### src/rtl/sar_adc_seq.sv
// Successive-approximation ADC sequencer: scans enabled channels in ascending
// order, runs track/hold + binary search per sample, and averages 2^avg samples.
module sar_adc_seq #(
    parameter int RES_BITS   = 10,
    parameter int NUM_CH     = 4,
    parameter int SAMPLE_CYC = 2,
    localparam int CH_W      = (NUM_CH > 1) ? $clog2(NUM_CH) : 1
) (
    input  logic                wb_clk_i,
    input  logic                wb_rst_i,
    input  logic                start_i,
    input  logic [NUM_CH-1:0]   ch_mask_i,
    input  logic [1:0]          avg_log2_i,
    input  logic                cont_i,
    input  logic                cmp_i,
    output logic                sample_o,
    output logic [CH_W-1:0]     ch_sel_o,
    output logic [RES_BITS-1:0] dac_o,
    output logic                busy_o,
    output logic [RES_BITS-1:0] data_o,
    output logic [CH_W-1:0]     data_ch_o,
    output logic                valid_o,
    output logic                scan_done_o
);

    localparam int TW = (SAMPLE_CYC > 1) ? $clog2(SAMPLE_CYC) : 1;
    localparam int BW = (RES_BITS > 1) ? $clog2(RES_BITS) : 1;
    localparam int AW = RES_BITS + 3;
    localparam logic [RES_BITS-1:0] ONE = RES_BITS'(1);
    localparam logic [RES_BITS-1:0] MSB = ONE << (RES_BITS - 1);

    typedef enum logic [1:0] {IDLE, SAMPLE, CONVERT, DONE} state_t;

    state_t              state;
    logic                rst_sync;
    logic [TW-1:0]       tmr;
    logic [BW-1:0]       bit_idx;
    logic [RES_BITS-1:0] code;
    logic [AW-1:0]       acc;
    logic [2:0]          cnt;
    logic [NUM_CH-1:0]   mask_q;
    logic [1:0]          avg_q;
    logic                cont_q;

    logic [CH_W-1:0]     first_ch;
    logic [CH_W-1:0]     start_ch;
    logic [CH_W-1:0]     nxt_ch;
    logic                nxt_found;
    logic [RES_BITS-1:0] code_n;
    logic [RES_BITS-1:0] trial_next;
    logic [AW-1:0]       sum;
    logic                last_sample;

    // Reset asserts asynchronously through rst_sync but releases on a clock edge,
    // so the FSM leaves reset one edge after wb_rst_i drops.
    always_ff @(posedge wb_clk_i or posedge wb_rst_i) begin
        if (wb_rst_i) rst_sync <= 1'b1;
        else          rst_sync <= 1'b0;
    end

    // Descending scan so the last hit is the lowest qualifying channel.
    always_comb begin
        first_ch  = '0;
        start_ch  = '0;
        nxt_ch    = '0;
        nxt_found = 1'b0;
        for (int unsigned i = NUM_CH; i > 0; i--) begin
            if (mask_q[i-1])    first_ch = CH_W'(i - 1);
            if (ch_mask_i[i-1]) start_ch = CH_W'(i - 1);
            if (mask_q[i-1] && ((i - 1) > 32'(ch_sel_o))) begin
                nxt_ch    = CH_W'(i - 1);
                nxt_found = 1'b1;
            end
        end
    end

    always_comb begin
        code_n      = cmp_i ? dac_o : code;
        trial_next  = ONE << (bit_idx - BW'(1));
        sum         = acc + AW'(code);
        last_sample = (({1'b0, cnt} + 4'd1) == (4'd1 << avg_q));
    end

    always_ff @(posedge wb_clk_i or posedge rst_sync) begin
        if (rst_sync) begin
            state       <= IDLE;
            tmr         <= '0;
            bit_idx     <= '0;
            code        <= '0;
            acc         <= '0;
            cnt         <= '0;
            mask_q      <= '0;
            avg_q       <= '0;
            cont_q      <= 1'b0;
            sample_o    <= 1'b0;
            ch_sel_o    <= '0;
            dac_o       <= '0;
            busy_o      <= 1'b0;
            data_o      <= '0;
            data_ch_o   <= '0;
            valid_o     <= 1'b0;
            scan_done_o <= 1'b0;
        end else begin
            valid_o     <= 1'b0;
            scan_done_o <= 1'b0;
            case (state)
                IDLE: begin
                    if (start_i && (|ch_mask_i)) begin
                        mask_q   <= ch_mask_i;
                        avg_q    <= avg_log2_i;
                        cont_q   <= cont_i;
                        ch_sel_o <= start_ch;
                        tmr      <= '0;
                        acc      <= '0;
                        cnt      <= '0;
                        dac_o    <= '0;
                        sample_o <= 1'b1;
                        busy_o   <= 1'b1;
                        state    <= SAMPLE;
                    end
                end
                SAMPLE: begin
                    if (tmr == TW'(SAMPLE_CYC - 1)) begin
                        sample_o <= 1'b0;
                        bit_idx  <= BW'(RES_BITS - 1);
                        code     <= '0;
                        dac_o    <= MSB;
                        state    <= CONVERT;
                    end else begin
                        tmr <= tmr + 1'b1;
                    end
                end
                CONVERT: begin
                    code <= code_n;
                    if (bit_idx == '0) begin
                        dac_o <= code_n;
                        state <= DONE;
                    end else begin
                        bit_idx <= bit_idx - 1'b1;
                        dac_o   <= code_n | trial_next;
                    end
                end
                DONE: begin
                    tmr   <= '0;
                    dac_o <= '0;
                    if (!last_sample) begin
                        cnt      <= cnt + 1'b1;
                        acc      <= sum;
                        sample_o <= 1'b1;
                        state    <= SAMPLE;
                    end else begin
                        data_o    <= RES_BITS'(sum >> avg_q);
                        data_ch_o <= ch_sel_o;
                        valid_o   <= 1'b1;
                        acc       <= '0;
                        cnt       <= '0;
                        if (nxt_found) begin
                            ch_sel_o <= nxt_ch;
                            sample_o <= 1'b1;
                            state    <= SAMPLE;
                        end else begin
                            // Scan end: continue only while cont_i stays asserted.
                            scan_done_o <= 1'b1;
                            cont_q      <= cont_i;
                            if (cont_q && cont_i) begin
                                ch_sel_o <= first_ch;
                                sample_o <= 1'b1;
                                state    <= SAMPLE;
                            end else begin
                                busy_o <= 1'b0;
                                state  <= IDLE;
                            end
                        end
                    end
                end
                default: state <= IDLE;
            endcase
        end
    end

endmodule

### config.mk
export PLATFORM = sky130hd
export DESIGN_NAME = sar_adc_seq
export DESIGN_NICKNAME = d
export VERILOG_FILES = /design/src/rtl/sar_adc_seq.sv
export SDC_FILE = /design/constraint.sdc
export NUM_CORES = 1
export LEC_CHECK = 0
export CORE_MARGIN = 5
export CORE_UTILIZATION = 55
export CTS_CLUSTER_SIZE = 10
export DETAILED_ROUTE_END_ITERATION = 6
export PLACE_DENSITY = 0.77
export SETUP_SLACK_MARGIN = 0.5
export SLEW_MARGIN = 15
export SYNTH_ARGS = -nofsm -noshare
export SYNTH_HDL_FRONTEND = slang
export SYNTH_SLANG_ARGS = --single-unit
### constraint.sdc
create_clock -name wb_clk_i -period 3 [get_ports wb_clk_i]
set_clock_uncertainty 0.1 [all_clocks]
set_input_delay 0.9 -clock wb_clk_i [delete_from_list [all_inputs] [get_ports wb_clk_i]]
set_output_delay 0.9 -clock wb_clk_i [all_outputs]
set_load 0.02 [all_outputs]
==> flow_summary.json <==
{
  "status": "completed",
  "grt_start_max_net_pins": 50,
  "async_flop_share": 1.00,
  "grt-ovfl-total": 0,
  "antenna_found_initial": 0,
  "synth_area_per_cell_um2": 9.86,
  "ys_types": 73,
  "clock_path_buffers": 2,
  "crit_arrival_ps": 2930,
  "numCtsBuffers": 9,
  "wl_per_cell_um": 17.3,
  "n_antenna_cell": 0,
  "critPathRequiredTime_ps": 3140,
  "cts_sinks": 69,
  "cp_slowest_cell": "mux4_2",
  "synth_most_common_cell": "dfrtp_1",
  "vias_per_cell": 6.08,
  "yosysSeqAreaShare": 0.403,
  "ys.warnings.count": 0,
  "drive_above_1_share": 0.223,
  "path_class": "flop to flop",
  "synth_edf_count": 0,
  "tns_ps": 0,
  "postRouteAntennaNets": 0,
  "cp-end-kind": "flop",
  "synth-seq-cells": 69,
  "clk_latency_ps": 350,
  "dp.cells": 575,
  "cp_cell_sequence": "ha_2 -> fa_2 -> a211oi_2 -> o21ai_2 -> o31ai_2 -> xnor2_2 -> mux4_2 -> mux2_4",
  "postCtsHoldBufs": 0,
  "r2r_setup_slack_ps": 210,
  "finalNonFillerCells": 605,
  "die_x_um": 98.3,
  "port_buffers": 38,
  "final_nets": 530,
  "syn-num-nets": 467,
  "die_area_um2": 9660,
  "power.density_nw_per_um2": 975,
  "gp_congestion": 0.948,
  "worstMarginPinSlew_ps": 867,
  "fin_crit_ps": 2790,
  "io_pins": 39,
  "clockRootBuffer": "clkbuf_8",
  "pre_cts_ws_ps": -19.2,
  "reg2reg_depth": 8,
  "critPathMaxStageDelay_ps": 480,
  "synth.largest_area_cell": "dfrtp_1",
  "grt_pass1_wl_um": 16500,
  "setup_violations": 0,
  "grt_pass1_vias": 3427,
  "syn-cell-area_um2": 4290,
  "core_um2": 7650,
  "syn_to_final_growth_pct": 25.5,
  "initial_core_util": 0.561,
  "wirelength_um": 10400,
  "finalWorstSetupSlack_ps": 213,
  "std_cell_rows": 32,
  "clk_pin_slew_ps": 80,
  "cap_violations": 0,
  "die_h_um": 98.3,
  "rsz0062_at_grt": "true",
  "vias": 3681,
  "finalMaxSlewViolations": 0,
  "finalCritPeriodShare": 0.929,
  "ir_drop_mv": 0.674,
  "drt_iter0_drc": 223,
  "path_max_fanout": 5,
  "max-slew-margin-rel": 0.421,
  "ys_top_cells_by_count": "dfrtp_1, nand2_1, o21ai_0, a21oi_1",
  "hold_viol": 0,
  "ys.flop_type": "dfrtp_1",
  "final_area_um2": 5380,
  "worstReg2RegEnd": "data_o[7]",
  "synthDominantCellAreaShare": 0.397,
  "clock.fmax_mhz": 359,
  "htree_levels": 3,
  "hold_class": "flop to async pin",
  "start_kind": "flop",
  "yosys-top-cells-area": "dfrtp_1, ha_1, mux2_2",
  "firstDrtPassIters": 6,
  "hold_slack_ps": 304,
  "dp_hpwl_um": 7140,
  "track_usage": 0.208,
  "placed_cell_area_um2": 4880,
  "leakage_nw": 2.37,
  "r2r-start": "code[0]",
  "cts_tree": "done",
  "drc": 0,
  "synthCells": 435
}
cell families after synthesis:
family / share of synthesized area
and+or+nand+nor: 0.133
muxes: 0.102
AOI/OAI and AO/OA: 0.243
other: 0.000874
DFF: 0.403
buffers and inverters: 0.0391
xor gates and xnor gates: 0.0163
adders and majority gates: 0.0630
worst max-delay path by stage:
stage,to,cells past startpoint,startpoint
2_1_floorplan,data_o[5],8,code[0]
3_3_place_gp,acc[0],6,ch_mask_i[0]
3_5_place_dp,acc[0],6,ch_mask_i[0]
4_1_cts,data_o[5],8,code[0]
5_1_grt,data_o[7],8,code[0]
6_report,data_o[7],8,code[0]
layer usage:
| metal | vias to the layer above | global-route usage | wire (um) |
|---|---|---|---|
| met5 | - | 0 | 0 |
| met4 | 0 | 0.0777 | 276 |
| met3 | 24 | 0.0300 | 397 |
| met2 | 98 | 0.346 | 5360 |
| met1 | 1831 | 0.276 | 4400 |
| li1 | 1728 | - | - |
worst max-delay path: cells and delay by family, from the launching register on:
family	cells	cell delay [ps]
adder cells (fa/ha/maj)	2	570
flip-flops	1	390
multiplexers	2	750
XOR/XNOR	1	170
AO/OA/AOI/OAI	3	700
flip-flops by register name, summed over array words and instances, names as in the netlist:
| signal | flops |
|---|---|
| cont_q | 1 |
| avg_q | 2 |
| ch_sel_o | 2 |
| dac_o | 10 |
| busy_o | 1 |
| data_o | 10 |
| state | 2 |
| sample_o | 1 |
| cnt | 3 |
| rst_sync | 1 |
| mask_q | 4 |
| tmr | 1 |
| scan_done_o | 1 |
| acc | 13 |
| code | 10 |
| bit_idx | 4 |
| data_ch_o | 2 |
| valid_o | 1 |
area by class of cell:
type	instances	area, um2
multi-input combinational	323	2550
fill	561	2270
sequential	69	1730
timing repair buffer	71	656
clock buffer	10	138
tap	102	128
inverter	24	91.3
clock inverter	6	86.3
layout by cell type (no fill, tap or decap), types with 4 or more instances in the layout:
master	count
dfrtp_1	66
ha_1	14
nor2b_1	9
ha_4	4
o22a_1	5
clkdlybuf4s50_1	35
a22o_1	19
clkbuf_8	10
o211ai_1	4
nor3_1	5
mux2_4	7
nand2_1	44
nand3_1	16
inv_1	21
nor2_1	22
and2_1	4
mux4_2	8
a21oi_1	26
a21boi_0	4
buf_4	30
nand2b_1	4
o21ai_0	31
mux2_2	11
a211oi_1	4
what timing repair did:
action                                  in CTS  in global routing
gates resized for setup                     15                 18
pin swaps                                    5                  8
setup buffers                                7                  7
endpoints found under the setup margin      21                 27
where the power goes:
| group | switching [mW] | internal (mW) | total (mW) |
|---|---|---|---|
| logic | 1.53 | 1.30 | 2.83 |
| registers | 0.321 | 1.24 | 1.56 |
| clock network | 0.369 | 0.489 | 0.858 |
| total | 2.22 | 3.03 | 5.25 |
per-stage QoR:
stage	total power, mW	utilization
after floorplan	3.27	-
after global placement	4.08	0.638
after detailed placement	4.15	0.638
after CTS	5.10	0.686
after global routing	5.57	0.704
final	5.25	0.704
Power figures use the tool's default switching activity.
